==> src/rtl/projectile_controller.sv <==
// projectile_controller: launches one shot from the player's row on a fire edge.
// The shot walks across the playfield columns and is resolved against the target
// bitmap in the far column. The result is a one-cycle hit or miss pulse.
// Optional feature macro: PROJ_SCORE_EN builds the 8-bit saturating hit score.
// Without it, score is tied to zero.
module projectile_controller #(
  parameter int unsigned COLS        = 8,
  parameter int unsigned STEP_CYCLES = 4,
  parameter int unsigned COOLDOWN    = 2
) (
  input  logic            clk,
  input  logic            rst,
  input  logic            fire,
  input  logic [7:0]      player_row,
  input  logic [7:0]      target_row,
  output logic            is_firing,
  output logic [7:0]      proj_row,
  output logic [COLS-1:0] proj_col,
  output logic            hit,
  output logic            miss,
  output logic [7:0]      score
);

  localparam int unsigned STEP_W    = (STEP_CYCLES > 1) ? $clog2(STEP_CYCLES) : 1;
  localparam int unsigned COOL_W    = (COOLDOWN > 1) ? $clog2(COOLDOWN) : 1;
  localparam int unsigned STEP_LAST = STEP_CYCLES - 1;
  localparam int unsigned COOL_LAST = (COOLDOWN > 0) ? COOLDOWN - 1 : 0;

  typedef enum logic [1:0] {
    IDLE    = 2'd0,
    FLY     = 2'd1,
    RESOLVE = 2'd2,
    COOL    = 2'd3
  } state_t;

  state_t            state;
  logic              fire_q;
  logic [STEP_W-1:0] step;
  logic [COOL_W-1:0] cool;
  logic              launch;
  logic              step_wrap;
  logic              resolve_now;
  logic              target_hit;
  logic [7:0]        low_bit;

  assign launch      = fire & ~fire_q;
  // Two's-complement trick isolates the lowest set row bit.
  assign low_bit     = player_row & (~player_row + 8'd1);
  assign step_wrap   = (step == STEP_W'(STEP_LAST));
  assign resolve_now = (state == FLY) && step_wrap && proj_col[COLS-1];
  assign target_hit  = |(proj_row & target_row);

  // Fire edge-detect history, tracked in every state so a held button never re-launches.
  always_ff @(posedge clk) begin
    if (!rst) fire_q <= 1'b0;
    else      fire_q <= fire;
  end

  // Shot sequencing: launch, column walk, resolution pulse and cooldown.
  always_ff @(posedge clk) begin
    if (!rst) begin
      state     <= IDLE;
      step      <= '0;
      cool      <= '0;
      is_firing <= 1'b0;
      proj_row  <= '0;
      proj_col  <= '0;
      hit       <= 1'b0;
      miss      <= 1'b0;
    end else begin
      hit  <= 1'b0;
      miss <= 1'b0;
      case (state)
        IDLE: begin
          if (launch && (player_row != 8'd0)) begin
            state     <= FLY;
            is_firing <= 1'b1;
            proj_row  <= low_bit;
            proj_col  <= COLS'(1);
            step      <= '0;
          end
        end
        FLY: begin
          if (step_wrap) begin
            step <= '0;
            if (proj_col[COLS-1]) begin
              hit       <= target_hit;
              miss      <= ~target_hit;
              proj_row  <= '0;
              proj_col  <= '0;
              is_firing <= 1'b0;
              state     <= RESOLVE;
            end else begin
              proj_col <= {proj_col[COLS-2:0], 1'b0};
            end
          end else begin
            step <= step + STEP_W'(1);
          end
        end
        RESOLVE: begin
          cool  <= '0;
          state <= (COOLDOWN == 0) ? IDLE : COOL;
        end
        COOL: begin
          if (cool == COOL_W'(COOL_LAST)) state <= IDLE;
          else                            cool  <= cool + COOL_W'(1);
        end
        default: state <= IDLE;
      endcase
    end
  end

`ifdef PROJ_SCORE_EN
  // Saturating hit counter, bumped on the resolving edge of a hit.
  always_ff @(posedge clk) begin
    if (!rst)                                          score <= 8'd0;
    else if (resolve_now && target_hit && score != 8'hFF) score <= score + 8'd1;
  end
`else
  assign score = 8'd0;
`endif

endmodule

==> config.mk <==
export PLATFORM = sky130hd
export DESIGN_NAME = projectile_controller
export DESIGN_NICKNAME = d
export VERILOG_FILES = /design/src/rtl/projectile_controller.sv
export SDC_FILE = /design/constraint.sdc
export NUM_CORES = 1
export LEC_CHECK = 0
export BUFFER_PORTS_ARGS = -buffer_cell sky130_fd_sc_hd__buf_2
export CORE_ASPECT_RATIO = 0.5
export CORE_MARGIN = 2
export CORE_UTILIZATION = 45
export CTS_CLUSTER_DIAMETER = 120
export DETAILED_ROUTE_END_ITERATION = 8
export GPL_ROUTABILITY_DRIVEN = 0
export PLACE_DENSITY = 0.73
export REMOVE_ABC_BUFFERS = 1
export SLEW_MARGIN = 30
export SYNTH_ARGS = -nofsm -noshare
export SYNTH_HDL_FRONTEND = slang
export SYNTH_SLANG_ARGS = --single-unit
==> constraint.sdc <==
create_clock -name clk -period 3.15 [get_ports clk]
set_clock_uncertainty 0.15 [all_clocks]
set_input_delay 0.315 -clock clk [delete_from_list [all_inputs] [get_ports clk]]
set_output_delay 0.315 -clock clk [all_outputs]
set_load 0.01 [all_outputs]
==> results of run 1 <==
## cell type report
class | count | area [um^2] | share of cell area (%)
Sequential cell | 25 | 500.5 | 31.37
Inverter | 7 | 26.28 | 1.647
Clock buffer | 3 | 41.29 | 2.588
Multi-Input combinational cell | 108 | 787.0 | 49.33
Tap cell | 40 | 50.05 | 3.137
Timing Repair Buffer | 37 | 185.2 | 11.61
Clock inverter | 1 | 5.005 | 0.3137
## sequential cells by signal (all words and copies together) (netlist names)
register,flops
hit,1
proj_row,8
fire_q,1
proj_col,8
step,2
cool,1
is_firing,1
state,2
miss,1
## worst paths after layout
path | end | start | slack [ns] | cells after the start
worst max-delay path | proj_col[4]$_SDFFE_PN0P_ | state[1]$_SDFFE_PN0P_ | 1.05 | 5
worst min-delay path | fire_q$_SDFF_PN0_ | fire | 0.11 | 2
worst max register to register | proj_col[4]$_SDFFE_PN0P_ | state[1]$_SDFFE_PN0P_ | 1.05 | 5
worst min register to register | proj_row[7]$_SDFFE_PN0P_ | proj_row[7]$_SDFFE_PN0P_ | 0.33 | 2
## worst max-delay path: cells and delay by family (launching register included)
kind            cells  cell delay [ns]
compound gates      1             0.34
mux                 1             0.22
buf+inv             1             0.10
simple gates        1             0.44
fa+ha+maj           1             0.42
flops               1             0.35
## stage by stage
step           utilization (%)  worst slack [ns]  total power [W]
4_1_cts                  54.21             1.047         0.001047
3_3_place_gp             52.64             1.164        0.0008544
6_report                 54.21             1.055         0.001040
5_1_grt                  54.21            0.8956         0.001118
3_5_place_dp             52.64             1.078        0.0008616
2_1_floorplan                -             1.291        0.0007552
## metal layers
layer | vias up | part of all wire (%) | global-route usage, %
li1 | 574 | - | -
met1 | 513 | 48 | 21.13
met2 | 29 | 45 | 28.29
met3 | 4 | 5.2 | 4.681
met4 | 0 | 1.4 | 4.000
met5 | - | 0 | 0
## cell families (layout without fill, tap and decap cells)
family | Yosys count | in the layout | synth area share (%)
AOI/OAI and AO/OA | 17 | 17 | 11.89
adders and majority gates | 6 | 6 | 5.489
buffers and inverters | 20 | 48 | 7.776
DFF | 25 | 25 | 36.60
muxes | 16 | 16 | 11.71
other | 1 | 8 | 0.2742
and+or+nand+nor | 61 | 61 | 26.26
## cells in the final DEF, fill, tap and decap left out, types with 3 or more instances in the layout
cell type / count
buf_2: 37
conb_1: 8
nand2_1: 22
inv_1: 6
ha_1: 6
dfxtp_1: 25
o21ai_0: 3
nand3_1: 13
mux2i_1: 16
a22oi_1: 4
clkbuf_8: 3
nor2_1: 4
## where the power goes
group	switching, W	internal [W]	leakage (nW)	total [W]
logic	0.000267	0.000201	0.470	0.000469
clock network	0.0000971	0.0000885	0.0255	0.000186
registers	0.0000322	0.000354	0.203	0.000386
==> run metrics, run 1 <==
status=finished, final reports clean; number of DRC markers in iteration 0=87; # DRC=0; crit path max fanout=12; first-pass GRT wire length=4498 um; endpoint class of the critical path=register; DR vias=1120; Final setup viols=0; Non-Filler Instances=221; Slew Viols, Final=0; post-DP HPWL=2110 um; f_max=0.4773 GHz; ys flop type=dfxtp_1; vias in the first global route=1051; top cells by area, synth=dfxtp_1 (37%), mux2i_1 (12%), nand2_1 (6.0%), ha_1 (5.5%), nand3_1 (4.8%); CP Class=reg2reg; fraction of layout cells with a size suffix above 1=27.07%; Inst Count DP=217; fin area=0.001595 mm^2; EDFF count, synth=0; pwr/cell area=652.2 mW/mm^2; clock latency on the worst-skew pair=0.27 ns; setup bufs post-CTS=0; core area=0.002943 mm^2; CP Data Required Time=3.20 ns; routed vias/inst=5.068; top-count cell post-synth=dfxtp_1; Synth Area per Inst=9.367 um^2; Root Buffer=clkbuf_8; CTS sink cnt=25; TritonCTS clock tree=done; Final period util=66.52%; H-tree lvl count=1; IO buf count=37; TNS Setup=0 ns; slew margin rel.=63.29%; Pleak=0.6987 nW; Initial DRT Pass Iterations=4; clock-pin slew on the worst setup and hold paths=0.08 ns; area leader, netlist=dfxtp_1; gr ovfl total=0; Hold Crit Class=in2reg; Post-Synthesis Cell Area=0.001368 mm^2; Slew @ Worst Pin=0.5506 ns; Synth top cells by count=dfxtp_1 (25), nand2_1 (22), mux2i_1 (16), nand3_1 (13), buf_4 (8); Critical Path, Cell by Cell=inv_1 -> ha_1 -> nor2b_1 -> a2bb2oi_4 -> mux2i_1; largest net degree at the start of global routing=33; Critical Path Source Type=register; CP max stage cell=nor2b_1; I/O pins=46; Area Growth Syn to Fin=16.65%; Final Hold Fails=0; register bit count reported by yosys=25; drt total wl=2666 um; Num CTS Buffers=3; antenna viol nets, final=0; synth warn=0; die area=0.003523 mm^2; fin nets=207; Post-Syn Instances=146; initial core utilization=46.47%; Routed wire per std cell=12.06 um; Final Critical Period=2.095 ns; Total GRT Usage=16.72%; Die Height=42.98 um; # diodes=0; Die X-Extent=81.96 um; Rows=14; hold slack=0.1061 ns; worst path arrival time=2.15 ns; sequential-to-total area share from yosys stat=36.60%; asr flop ratio synth=0%; Fill cells=278; dpl cell area=0.001549 mm^2; Synth top area share=36.60%; RSZ-0062 raised after global routing=no; synth unique cells=37; initial antenna violation count=0; Max clock buf depth=2; worst vdd ir=304.4 uV; hold_buf cts=0; Max-cap violations=0; CTS resizes=0; Max stage delay on crit path=0.44 ns
Power figures use the tool's default switching activity.
==> inputs of run 2 (changes only) <==
Settings changed: ABC_AREA set to 1, PLACE_DENSITY 0.73 to 0.72.
Clock period 3.15 ns to 2.04 ns, I/O delays scaled along.
==> run 2 against run 1 <==
Sequential power up 100%. Die area up 4.5%. Power up 120%. Count of clock-buffer cells in the layout unchanged. Fmax up 19%. Non-clock buffer count up 5. Via count up 18%. Global-route usage down 1.0 points. Synthesized area up 4.8%. Synthesized cell count up 37%. Cell area up 5.3%. Highest routed layer unchanged.
==> run metrics, run 2 <==
status=finished, final reports clean; CP Class=reg2reg; CTS sink cnt=25 (unchanged); TNS Setup=0 ns (unchanged); FF+latch area=500.5 um^2 (unchanged); WP depth=8 (+3); P_sw=0.0009751 W (+150%); Fill cells=296 (+6.5%); f_max=0.5673 GHz (+19%); EDFF count, synth=0 (unchanged); Layout Utilization=55.73% (+1.5 points); Slew Viols, Final=0 (unchanged); sequential power share=34.6% (-2.5 points); commonest non-fill, non-tap cell in the layout=nand2_1; RSZ-0062 raised after global routing=no; grt met3 use=5.333% (+0.65 points); worst path arrival time=1.78 ns (-0.37 ns); GRT met2 Usage=25.60% (-2.7 points); Initial DRT Pass Iterations=4 (unchanged); total power=0.002246 W (+120%); top-count cell post-synth=nand2_1; Critical Path, Cell by Cell=inv_1 -> ha_2 -> inv_8 -> nor2_4 -> a21oi_4 -> buf_4 -> a21oi_1 -> nor2_1; clock latency on the worst-skew pair=0.27 ns (about the same); CP top delay family=adder cells; Post-Synthesis Cell Area=0.001434 mm^2 (+4.8%); # diodes=0 (unchanged); routed vias/inst=4.748 (-6.3%); Total GRT Usage=15.68% (-1.0 points); Rows=14 (unchanged); Max stage delay on crit path=0.37 ns (-0.07 ns); H-tree lvl count=1 (unchanged); Synth Area per Inst=7.169 um^2 (-23%); drt total wl=2708 um (+1.6%); Max clock buf depth=2 (unchanged); Clk pwr share=13.3% (-4.5 points); number of DRC markers in iteration 0=24 (-72%); ys flop type=dfxtp_1; Final period util=86.40% (+20 points); Synth top area share=34.90% (-1.7 points); clock-pin slew on the worst setup and hold paths=0.09 ns (about the same); fraction of layout cells with a size suffix above 1=25.21% (-1.9 points); Final Critical Period=1.763 ns (-0.3327 ns); hold depth=4 (+2); register bit count reported by yosys=25 (unchanged); Synth top cells by count=nand2_1 (45), nor2_1 (33), dfxtp_1 (25), inv_1 (19), nand3_1 (17); top cells by area, synth=dfxtp_1 (35%), nand2_1 (12%), nor2_1 (8.6%), nand3_1 (5.9%), buf_4 (5.2%); Pleak=0.8629 nW (+23%); worst vdd ir=548.9 uV (+80%); synth unique cells=28 (-24%); CP Data Required Time=2.06 ns (-1.14 ns); Area Growth Syn to Fin=17.10%; IO buf count=37 (unchanged); gr ovfl total=0 (unchanged); grt peak-use layer=met2; crit path max fanout=9 (-3); post-DP HPWL=2021 um (-4.2%); hold slack=0.07437 ns (-0.03171 ns); Root Buffer=clkbuf_8; pwr/cell area=1338 mW/mm^2 (+110%); R2R depth=8 (+3); vias in the first global route=1104 (+5.0%); DR vias=1320 (+18%); Internal=0.001271 W (+97%); Largest regs=proj_col (8), proj_row (8); Die X-Extent=83.83 um (+2.3%); Comb pwr share=52.1% (+7.0 points); asr flop ratio synth=0% (unchanged); Final Hold Fails=0 (unchanged); TritonCTS clock tree=done; antenna viol nets, final=0 (unchanged); die area=0.003681 mm^2 (+4.5%); core area=0.003013 mm^2 (+2.4%); Critical Path Source Type=register; Worst Path Buf+Inv=3 (+2); Num CTS Buffers=3 (unchanged); fin nets=264 (+28%); sequential-to-total area share from yosys stat=34.90% (-1.7 points); CP max stage cell=ha_2; area of the multi-input gates=762.0 um^2 (-3.2%); Routed wire per std cell=9.741 um (-19%); endpoint class of the critical path=register; first-pass GRT wire length=4636 um (+3.1%); Final setup viols=0 (unchanged); synth warn=0 (unchanged); initial core utilization=47.59% (+1.1 points); # DRC=0 (unchanged); Sw Share=43.41% (+5.3 points); Post-Syn Instances=200 (+37%); area leader, netlist=dfxtp_1; most frequent cells in the layout=nand2_1 (45), buf_2 (37), nor2_1 (33); Max-cap violations=0 (unchanged); largest net degree at the start of global routing=25 (-24%); Hold Crit Class=in2reg; Die Height=43.92 um (+2.2%); initial antenna violation count=0 (unchanged); GR Util met1=20.44% (-0.69 points); I/O pins=46 (unchanged)
==> run 2: changes by cell type after synthesis, moves of 5 or more <==
cell,change
nand4_1,+5
inv_1,+13
nor2_1,+29
a21oi_1,+12
nand2_1,+23
mux2i_1,-16
==> run 2: worst paths after layout <==
path	end	from	slack, ns
worst max register to register	proj_row[6]$_SDFFE_PN0P_	state[1]$_SDFFE_PN0P_	0.28
worst min register to register	cool$_SDFFE_PN0P_	cool$_SDFFE_PN0P_	0.31
worst max-delay path	proj_row[6]$_SDFFE_PN0P_	state[1]$_SDFFE_PN0P_	0.28
worst min-delay path	miss$_SDFF_PN0_	target_row[1]	0.07
==> run 2: power by group through the flow <==
stage | logic (W) | clock network [W] | registers, W
after CTS | 0.00117 | 0.000307 | 0.000778
after floorplan | 0.000729 | 0 | 0.000837
after detailed placement | 0.00113 | 0 | 0.000788
after global placement | 0.00111 | 0 | 0.000790
final | 0.00117 | 0.000299 | 0.000777
after global routing | 0.00133 | 0.000326 | 0.000805
==> run 2: per-layer routing <==
layer  up-vias  share of wire [%]
li1        696                  -
met1       589                 49
met2        33                 45
met3         2                5.6
met4         0               0.15
met5         -                  0
==> run 2: worst register-to-register path: stages (launching register included) <==
cell and delay, ns:
dfxtp_1 0.34, inv_1 0.12, ha_2 0.37, inv_8 0.07, nor2_4 0.19, a21oi_4 0.06, buf_4 0.18, a21oi_1 0.14
nor2_1 0.06
==> run 2: cells by family (layout without fill, tap and decap cells) <==
kind of cell	after synthesis	count (layout)	share of synthesized area (%)
flip-flops	25	25	34.90
AND/OR/NAND/NOR	114	114	37.17
other	1	8	0.2615
AO/OA/AOI/OAI	19	19	8.464
adder cells (fa/ha/maj)	6	6	5.235
buffers and inverters	35	66	13.96
==> run 2: area by class of cell <==
cell class | count | share of cell area, %
Clock inverter | 1 | 0.2981
Sequential cell | 25 | 29.81
Clock buffer | 3 | 2.459
Multi-Input combinational cell | 147 | 45.38
Inverter | 20 | 4.918
Timing Repair Buffer | 42 | 14.16
Tap cell | 40 | 2.981
==> run 2: stage by stage <==
step                worst slack (ns)  cell area [um^2]  std cells
CTS                           0.1185              1677        278
detailed placement           0.01700              1605        271
global placement              0.1168              1605        271
finish                        0.2774              1679        278
floorplan                     0.2705              1343        192
global route                 0.09151              1679        278
==> run 2: what timing repair did <==
item                                    CTS  global route
gates cloned                              0             0
hold buffers                              1             0
endpoints found under the setup margin    4            10
hold endpoints to repair                  1             0
resized for setup                         0             1
setup buffers                             2             0
